==> config.mk <==
export PLATFORM = sky130hd
export DESIGN_NAME = conv_enc_tx
export DESIGN_NICKNAME = d
export VERILOG_FILES = /design/src/rtl/conv_enc_tx.sv
export SDC_FILE = /design/constraint.sdc
export NUM_CORES = 1
export LEC_CHECK = 0
export CAP_MARGIN = 0
export CELL_PAD_IN_SITES_DETAIL_PLACEMENT = 0
export CELL_PAD_IN_SITES_GLOBAL_PLACEMENT = 1
export CORE_ASPECT_RATIO = 0.7
export CORE_MARGIN = 2
export CORE_UTILIZATION = 38
export DETAILED_ROUTE_END_ITERATION = 10
export PLACE_DENSITY_LB_ADDON = 0.25
export RECOVER_POWER = 25
export REMOVE_ABC_BUFFERS = 1
export SLEW_MARGIN = 20
export SYNTH_ARGS = -nofsm -noshare
export SYNTH_HDL_FRONTEND = slang
export SYNTH_SLANG_ARGS = --single-unit
export TNS_END_PERCENT = 100
==> constraint.sdc <==
create_clock -name clk -period 2 [get_ports clk]
set_input_delay 0.4 -clock clk [delete_from_list [all_inputs] [get_ports clk]]
set_output_delay 0.4 -clock clk [all_outputs]
set_load 0.01 [all_outputs]
==> src/rtl/conv_enc_tx.sv <==
// Rate-1/2, K=3 convolutional encoder with zero-tail frame termination.
// Emits one registered symbol pair per accepted bit, plus two tail symbols per frame.
module conv_enc_tx #(
  parameter logic [2:0]  G0    = 3'b111,
  parameter logic [2:0]  G1    = 3'b101,
  parameter int unsigned CNT_W = 16
) (
  input  logic             clk,
  input  logic             rst,
  input  logic             in_valid,
  input  logic             in_bit,
  input  logic             in_last,
  output logic             in_ready,
  output logic             enc_valid,
  output logic [1:0]       enc_pair,
  output logic             enc_last,
  input  logic             out_ready,
  output logic [CNT_W-1:0] sym_count
);

  typedef enum logic [1:0] {RUN, TAIL1, TAIL2} state_e;

  state_e             state_q, state_d;
  logic [1:0]         s_q, s_d;
  logic [1:0]         enc_pair_q, enc_pair_d;
  logic               enc_valid_q, enc_valid_d;
  logic               enc_last_q, enc_last_d;
  logic [CNT_W-1:0]   sym_count_q, sym_count_d;

  logic               slot_free;
  logic               gen;
  logic               gen_last;
  logic               b;
  logic [2:0]         taps;

  always_comb begin
    state_d     = state_q;
    s_d         = s_q;
    enc_pair_d  = enc_pair_q;
    enc_valid_d = enc_valid_q;
    enc_last_d  = enc_last_q;
    sym_count_d = sym_count_q;
    in_ready    = 1'b0;
    gen         = 1'b0;
    gen_last    = 1'b0;
    b           = 1'b0;
    slot_free   = !enc_valid_q || out_ready;

    unique case (state_q)
      RUN: begin
        in_ready = slot_free;
        if (in_valid && slot_free) begin
          gen = 1'b1;
          b   = in_bit;
          if (in_last) state_d = TAIL1;
        end
      end
      TAIL1: begin
        if (slot_free) begin
          gen     = 1'b1;
          state_d = TAIL2;
        end
      end
      TAIL2: begin
        if (slot_free) begin
          gen      = 1'b1;
          gen_last = 1'b1;
          state_d  = RUN;
        end
      end
      default: state_d = RUN;
    endcase

    // Drain first, then let a newly generated symbol overwrite the slot.
    if (enc_valid_q && out_ready) begin
      enc_valid_d = 1'b0;
      enc_last_d  = 1'b0;
      if (enc_last_q) sym_count_d = '0;
      else            sym_count_d = sym_count_q + CNT_W'(1);
    end

    taps = {b, s_q[0], s_q[1]};
    if (gen) begin
      enc_pair_d  = {^(G0 & taps), ^(G1 & taps)};
      s_d         = {s_q[0], b};
      enc_valid_d = 1'b1;
      enc_last_d  = gen_last;
    end
  end

  always_ff @(posedge clk or negedge rst) begin
    if (!rst) begin
      state_q     <= RUN;
      s_q         <= '0;
      enc_pair_q  <= '0;
      enc_valid_q <= 1'b0;
      enc_last_q  <= 1'b0;
      sym_count_q <= '0;
    end else begin
      state_q     <= state_d;
      s_q         <= s_d;
      enc_pair_q  <= enc_pair_d;
      enc_valid_q <= enc_valid_d;
      enc_last_q  <= enc_last_d;
      sym_count_q <= sym_count_d;
    end
  end

  assign enc_valid = enc_valid_q;
  assign enc_pair  = enc_pair_q;
  assign enc_last  = enc_last_q;
  assign sym_count = sym_count_q;

endmodule
==> metrics.txt <==
Slew Limit Headroom 11.8%; Num Clock Sinks 24; unrepaired setup endpoints after global routing false; Cell Pwr Density 1170 mW/mm^2; first-pass GRT wire length 5150 um; vias 1110; endpoints failing hold 0; most frequent cells in the layout clkdlybuf4s50_1, dfrtp_1, nand2_1, nor2_1, buf_4; Placed Cells 204; Clock power frac 16.3%; core area 0.00319 mm^2; I/O pins 27; Die Area 0.00389 mm^2; CTS clock-pin slew for the worst setup and hold paths 0.09 ns; fin. max-slew vios 0; grt ovf 0; Buf/Inv on CP 1; initial core utilization 40.5%; Clock Path Buffers 2; largest net degree at the start of global routing 25; total track usage 17.3%; Routed Wire Length 2820 um; CTS buffer count 3; Nets 185; outcome finished clean; commonest non-fill, non-tap cell in the layout clkdlybuf4s50_1; FF+latch count, synth 24; initial drt markers 26; worst vdd ir 0.714 mV; Synth-to-Final Area Change 35.2%; vias per cell 5.31; Pleak 0.000790 uW; ant diodes 0; delay of the slowest cell on the worst path 0.53 ns; FF-to-FF End sym_count[12]$_DFFE_PN0P_; hold crit path type reg -> reg; clk_lat worst skew 0.27 ns; depth of the most critical reg-to-reg path 5; worst r2r src sym_count[1]$_DFFE_PN0P_; Die Wd 73.7 um; CTS tree built; HP Start enc_pair[1]$_DFFE_PN0P_; drt pass-1 iters 4; FP Rows 17; initial antenna violation count 0; Crit. Startpoint out_ready; Hold Slack 0.540 ns; crit path DAT 1.99 ns; routability cong. 0.757; sw power 728 uW; # port buffers 26; Final Skew 0.00793 ns; DRT antenna net count 0; Worst Tran Pin Value 1.32 ns; Max Cap Violations 0; CP required 2.20 ns; clk root buf clkbuf_8; CP max FO 4; endpoint class of the critical path flip-flop; Hold Buf Count CTS 0; Hold EP enc_pair[1]$_DFFE_PN0P_; f_max 0.558 GHz; Mean Syn Cell Area 9.93 um^2; DRC 0; CTS H-tree depth 1; ratio of cells with drive above 1 in the final layout 17.5%; DIE HEIGHT 52.8 um; startpoint types primary input; Syn Inst Count 130; crit-path cells clkdlybuf4s50_1 > nand2_1 > or4_4 > or3_1 > a21oi_1; Ys Warns 0; synth unique cells 32; Pint 1310 uW; Crit Path Class in -> reg; WL per Instance 13.5 um; fin crit period 1.79 ns; CP top delay family simple AND/OR/NAND/NOR gates; Seq pwr share 37.4%; fin cells 209; vias in the first global route 1141; Reg2Reg Setup Slack 0.22 ns; Final setup viols 0; Gate power share 46.3%; Min-Delay Path Depth 1; Final period util 89.5%; HPWL after DPL 2120 um; Synth Cell Area 0.00129 mm^2; Worst path slowest cell or4_4; Seq/Total Area, Yosys 46.5%; Net Sw Frac 35.7%
## cells by family (layout without fill, tap and decap cells)
family | Yosys count | in the layout | synth area share, %
simple gates | 53 | 53 | 21.7
flops | 24 | 24 | 46.5
compound gates | 23 | 23 | 10.9
xor+xnor | 8 | 8 | 5.43
mux | 8 | 8 | 6.69
fa+ha+maj | 7 | 7 | 6.78
buf+inv | 7 | 48 | 2.03
## power groups by stage
| stage | combinational [uW] | clock, uW | sequential, uW |
|---|---|---|---|
| after floorplan | 466 | 0 | 794 |
| after global placement | 904 | 0 | 769 |
| after detailed placement | 921 | 0 | 779 |
| after CTS | 949 | 338 | 766 |
| after global routing | 1050 | 363 | 793 |
| final | 944 | 332 | 763 |
## through the flow
step           utilization (%)  total power [uW]  cell area [um^2]  setup TNS [ns]  worst slack [ns]
4_1_cts                   54.8              2050              1750               0             0.201
3_5_place_dp              52.8              1700              1690          -0.170           -0.0761
3_3_place_gp              52.8              1670              1690         -0.0849           -0.0358
2_1_floorplan                -              1260              1280               0             0.233
6_report                  54.7              2040              1750               0             0.209
5_1_grt                   54.7              2210              1750               0            0.0515
## worst max path at each step
stage / end / slack, ns / cells after the start
final: sym_count[12]$_DFFE_PN0P_ / 0.21 / 5
after global routing: enc_last$_DFFE_PN0P_ / 0.05 / 2
after CTS: sym_count[12]$_DFFE_PN0P_ / 0.20 / 5
after detailed placement: sym_count[12]$_DFFE_PN0P_ / -0.08 / 5
after global placement: sym_count[14]$_DFFE_PN0P_ / -0.04 / 5
after floorplan: enc_pair[1]$_DFFE_PN0P_ / 0.23 / 5
## cells in the mapped netlist
| cell | count | area share [%] |
|---|---|---|
| a21oi_1 | 8 | 3.1 |
| xor2_1 | 3 | 2.0 |
| a41o_1 | 1 | 0.78 |
| a31oi_1 | 1 | 0.48 |
| a31o_2 | 2 | 1.4 |
| mux2i_1 | 3 | 2.3 |
| o21ai_0 | 8 | 3.1 |
| nor2_1 | 13 | 3.8 |
| nand4_2 | 1 | 0.97 |
| mux2_2 | 5 | 4.4 |
| or4_4 | 1 | 0.87 |
| nor3_1 | 3 | 1.2 |
| ha_1 | 7 | 6.8 |
| or3_1 | 3 | 1.5 |
| clkbuf_1 | 3 | 0.87 |
| nor4_2 | 1 | 0.97 |
| and4_1 | 2 | 1.4 |
| or2_2 | 1 | 0.48 |
| and3_1 | 1 | 0.48 |
| nor2b_1 | 2 | 0.97 |
| xnor2_1 | 5 | 3.4 |
| o32ai_1 | 1 | 0.68 |
| o211a_1 | 1 | 0.78 |
| dfrtp_1 | 24 | 47 |
| a21o_1 | 1 | 0.58 |
| or4_1 | 1 | 0.58 |
| nand3_1 | 5 | 1.9 |
| nand2b_1 | 2 | 0.97 |
| inv_1 | 4 | 1.2 |
| nand4_1 | 3 | 1.5 |
| nand2_1 | 13 | 3.8 |
| nor4_1 | 1 | 0.48 |
## what timing repair did
item                       CTS  global route
setup endpoints to repair    1             0
resized for setup            3             0
setup buffers                1             0
## sequential cells by signal, summed over array words and instances, names as in the netlist
signal     flops
enc_last       1
enc_pair       2
enc_valid      1
s_q            2
state_q        2
sym_count     16
## area by class of cell
| cell class | instances | area (um^2) |
|---|---|---|
| clock buffers | 4 | 55.1 |
| fillers | 282 | 1450 |
| flip-flops and latches | 24 | 601 |
| repair buffers | 40 | 360 |
| multi-input cells | 99 | 667 |
| well taps | 38 | 47.5 |
| inverters | 4 | 15.0 |
## routing by layer
| metal | up-vias | global-route usage (%) | routed length [um] |
|---|---|---|---|
| li1 | 540 | - | - |
| met1 | 539 | 22.7 | 1430 |
| met2 | 29 | 27.4 | 1220 |
| met3 | 2 | 5.58 | 144 |
| met4 | 0 | 4.85 | 23 |
| met5 | - | 0 | 0 |
Power figures use the tool's default switching activity.
==> RTL change 1, RTL diff (config.mk and constraints unchanged) <==
Reset style: synchronous (`rst`), changed in one clocked block.
--- a/src/rtl/conv_enc_tx.sv
+++ b/src/rtl/conv_enc_tx.sv
@@ -89,5 +89,5 @@
   end
 
-  always_ff @(posedge clk or negedge rst) begin
+  always_ff @(posedge clk) begin
     if (!rst) begin
       state_q     <= RUN;
Check against the original RTL: differs if rst is asserted again (counterexample within 4 cycles, from zero or initial values and one cycle with rst low); with rst held inactive, the same outputs for 10 cycles.
==> RTL change 1 against the original RTL <==
Area after synthesis fell by 4.4%. Design area fell by 4.7%. Clock power fell by 4%. Setup slack got worse by 0.13 ns. Total power fell by 29%. Wire length fell by 8.5%. Sequential cell count did not move. Sequential share of layout area fell by 5.4 points.
==> RTL change 1: results (changes against the original RTL) <==
Clock Tree Buf Depth: 2 (unchanged)
GR Util met2: 23.2% (-4.1 points)
Async S/R FF share, synth: 0% (-100 points)
largest cells by area after synthesis: dfxtp_1 39%, ha_1 7.1%, nor2_1 5.8%
RePlAce Congestion: 0.783 (+3.4%)
Post-DP Area: 0.00160 mm² (-4.9%)
Power Density: 864 mW/mm² (-26%)
final cell count without fillers: 216 (+3.3%)
vias in the first global route: 1013 (-11%)
metal1 wirelength: 1470 µm (+2.8%)
met3 wire len: 99 µm (-31%)
Worst Tran Pin Value: 0.686 ns (-0.637 ns)
cts repair resizes: 4 (+1)
Sw Ratio: 31.8% (-3.9 points)
met1 Use GR: 23.1% (+0.42 points)
top cells by count, synth: 24 x dfxtp_1, 19 x nor2_1, 11 x nand2_1
Post-CTS Setup Bufs: 0 (-1)
peak supply drop: 502 µV (-30%)
DR WL/cell: 12.0 µm (-11%)
fin nets: 192 (+3.8%)
multiplexer share of the synthesized area: 1.62% (-5.1 points)
Vias/cell: 5.00 (-5.8%)
compound-gate portion of the synthesized area: 11.3% (+0.49 points)
worst-path maximum fanout: 5 (+1)
WP data arrival: 1.52 ns (-0.47 ns)
placed cell count: 212 (+3.9%)
area share of xor/xnor cells in the synthesized design: 9.22% (+3.8 points)
Leak Pwr: 0.622 nW (-21%)
sequential area share after synthesis: 38.9% (-7.6 points)
syn avg cell area: 8.76 µm² (-12%)
Pwr top: registers
comb pwr: 0.519 mW (-45%)
share of cells above drive strength 1: 12.9% (-4.6 points)
TritonCTS buffer count: 3 (unchanged)
met2 wire len: 996 µm (-19%)
part of the power in registers: 41.7% (+4.3 points)
YS warnings: 0 (unchanged)
Synth cell types: 36 (+13%)
post-DP HPWL: 2000 µm (-5.5%)
clk_skew: 0.00724 ns (-0.000690 ns)
Adder-Cell Fraction of Synth Area: 7.09% (+0.31 points)
status: finished, final reports clean
worst slack, placed: -0.245 ns (-0.169 ns)
met3 usage: 4.26% (-1.3 points)
cell chosen for the clock root: clkbuf_8
largest net degree at the start of global routing: 16 (-36%)
Slowest-stage cell, CP: clkdlybuf4s50_1
Iter 0 DRT Violations: 62 (+140%)
gr usage total: 15.9% (-1.4 points)
first-pass GRT wire length: 4560 µm (-12%)
[RTL change 1: cell count changes in the layout (fill, tap and decap cells not counted), moves of 3 or more]
cell     before  now
o21ai_0       8    4
nor2_1       13   19
mux2_2        5    0
dfxtp_1       0   22
dfrtp_1      24    0
xor2_1        3    7
buf_4        13    9
nand3_1       5    8
[RTL change 1: critical path: cells and delay by family]
family | cells | cell delay [ns]
buffers and inverters | 2 | 0.84
AND/OR/NAND/NOR | 2 | 0.28
[RTL change 1: final timing paths]
kind / from / end / slack [ns] / cells after the start
worst min-delay path: enc_pair[1] / enc_pair[1] / 0.47 / 2
worst min register to register: enc_pair[1] / enc_pair[1] / 0.47 / 2
worst max register to register: sym_count[0] / sym_count[12] / 0.30 / 5
worst max-delay path: out_ready / in_ready / 0.08 / 4
[RTL change 1: final cells by class]
type / count / area, µm²
well taps: 38 / 47.5
inverters: 5 / 18.8
multi-input cells: 108 / 726
repair buffers: 37 / 334
clock buffers: 4 / 55.1
fillers: 306 / 1460
flip-flops and latches: 24 / 483
==> RTL change 2, RTL diff (same settings) <==
Without the edit above. `CNT_W`: 16 -> 14.
--- a/src/rtl/conv_enc_tx.sv
+++ b/src/rtl/conv_enc_tx.sv
@@ -4,5 +4,5 @@
   parameter logic [2:0]  G0    = 3'b111,
   parameter logic [2:0]  G1    = 3'b101,
-  parameter int unsigned CNT_W = 16
+  parameter int unsigned CNT_W = 14
 ) (
   input  logic             clk,
Interface: changed (resized sym_count); port bits go from 27 to 25. No check against the original RTL was run, so the function may have changed too.
==> RTL change 2 against the original RTL <==
Global-route usage shrank 3.0 points. Hold slack lost 0.035 ns. Setup slack gained 0.028 ns. Total power shrank 1.1%. Wire length shrank 19%. Register-to-register slack gained 0.20 ns. Utilization shrank 0.84 points. Area after synthesis shrank 8.0%. Sequential cell count shrank 2. Design area shrank 11%. Largest cell class unchanged. Largest power group unchanged. Highest routed layer unchanged.
==> RTL change 2: results (changes against the original RTL) <==
port buffer count: 24 (-7.7%)
Hold Startpoint: enc_pair[1]
YS warnings: 0 (unchanged)
EDFF count, synth: 0 (unchanged)
clock network latency to the later pin of the worst-skew pair: 0.26 ns
share of cells above drive strength 1: 12.9% (-4.6 points)
met1 Use GR: 20.4% (-2.3 points)
Synth cell types: 28 (-13%)
TritonCTS buffer count: 3 (unchanged)
Iter 0 DRT Violations: 52 (+100%)
largest cells by area after synthesis: dfrtp_1 46%, ha_1 7.4%, xnor2_1 7.4%
Post-DP Area: 0.00151 mm² (-11%)
RePlAce Congestion: 0.777 (+2.6%)
Cells after Synth: 115 (-12%)
Max-slew headroom: 22.9% (+11 points)
largest net degree at the start of global routing: 23 (-8.0%)
peak supply drop: 697 µV (-2.3%)
sequential area share after synthesis: 46.4% (-0.15 points)
# H-tree levels: 1 (unchanged)
top cells by count, synth: 22 x dfrtp_1, 11 x nand2_1, 10 x nor2_1, 10 x xnor2_1
Slowest-stage cell, CP: dfrtp_1
TritonRoute pass-1 iters: 4 (unchanged)
max FFs per register: 14 (-2)
worst flop-to-flop path startpoint: sym_count[0]
CP peak stage delay: 0.42 ns (-0.11 ns)
antenna cells: 0 (unchanged)
Worst Setup SP: state_q[1]
met3 usage: 5.02% (-0.56 points)
Vias/cell: 4.93 (-7.2%)
WP data arrival: 1.36 ns (-0.63 ns)
Leak Pwr: 0.665 nW (-16%)
initial antenna violation count: 0 (unchanged)
GR Util met2: 21.2% (-6.2 points)
placed cell count: 179 (-12%)
clk_skew: 0.00168 ns (-0.00624 ns)
post-DP HPWL: 1690 µm (-20%)
status: finished, final reports clean
Routed WL: 2280 µm (-19%)
Worst Hold Class: flop to flop
fin nets: 162 (-12%)
Async S/R FF share, synth: 100% (unchanged)
Clock Tree Buf Depth: 2 (unchanged)
cell chosen for the clock root: clkbuf_8
Via Count: 902 (-19%)
clk slew on worst S/H paths: 0.07 ns (-0.02 ns)
vias in the first global route: 847 (-26%)
worst slack, placed: 0.0170 ns (+0.0931 ns)
first-pass GRT wire length: 3950 µm (-23%)
worst-path maximum fanout: 4 (unchanged)
gr usage total: 14.3% (-3.0 points)
-- RTL change 2: critical path, delay by kind of cell (launching register included) --
family | cells | cell delay, ns
simple gates | 1 | 0.12
fa+ha+maj | 1 | 0.20
buf+inv | 2 | 0.37
flops | 1 | 0.42
-- RTL change 2: routing by layer --
metal	wire [µm]	part of all wire (%)
met5	0	0
met4	13	0.57
met3	119	5.2
met2	950	42
met1	1200	53
-- RTL change 2: cell type report --
class	count	area (µm²)
clock buffers	3	41.3
fillers	264	1330
inverters	5	18.8
multi-input cells	87	617
flip-flops and latches	22	551
well taps	36	45.0
repair buffers	30	280
-- RTL change 2: path summary, 6_finish.rpt --
| kind | depth (start not counted) | to | slack (ns) |
|---|---|---|---|
| max in group asynchronous | 2 | s_q[0] | 0.43 |
| min reg2reg | 1 | enc_pair[1] | 0.50 |
| min in group asynchronous | 2 | state_q[0] | 0.88 |
| max | 4 | in_ready | 0.24 |
| max reg2reg | 5 | sym_count[12] | 0.42 |
| min | 1 | enc_pair[1] | 0.50 |
-- RTL change 2: kinds of logic after synthesis --
logic type,count (synthesis),share of synthesized area (%)
compound gates,15,6.85
xor+xnor,11,8.11
fa+ha+maj,7,7.38
buf+inv,6,1.90
flops,22,46.4
mux,5,4.74
simple gates,49,24.7
-- RTL change 2: power breakdown --
| part | internal [mW] | total [mW] | switching [mW] |
|---|---|---|---|
| Combinational | 0.508 | 0.997 | 0.489 |
| Sequential | 0.581 | 0.757 | 0.176 |
| Clock | 0.134 | 0.263 | 0.129 |
-- RTL change 2: repair_timing --
item | 4_1_cts | 5_1_grt
setup buffers | 1 | 0
endpoints found under the setup margin | 1 | 0
gates resized for setup | 3 | 0
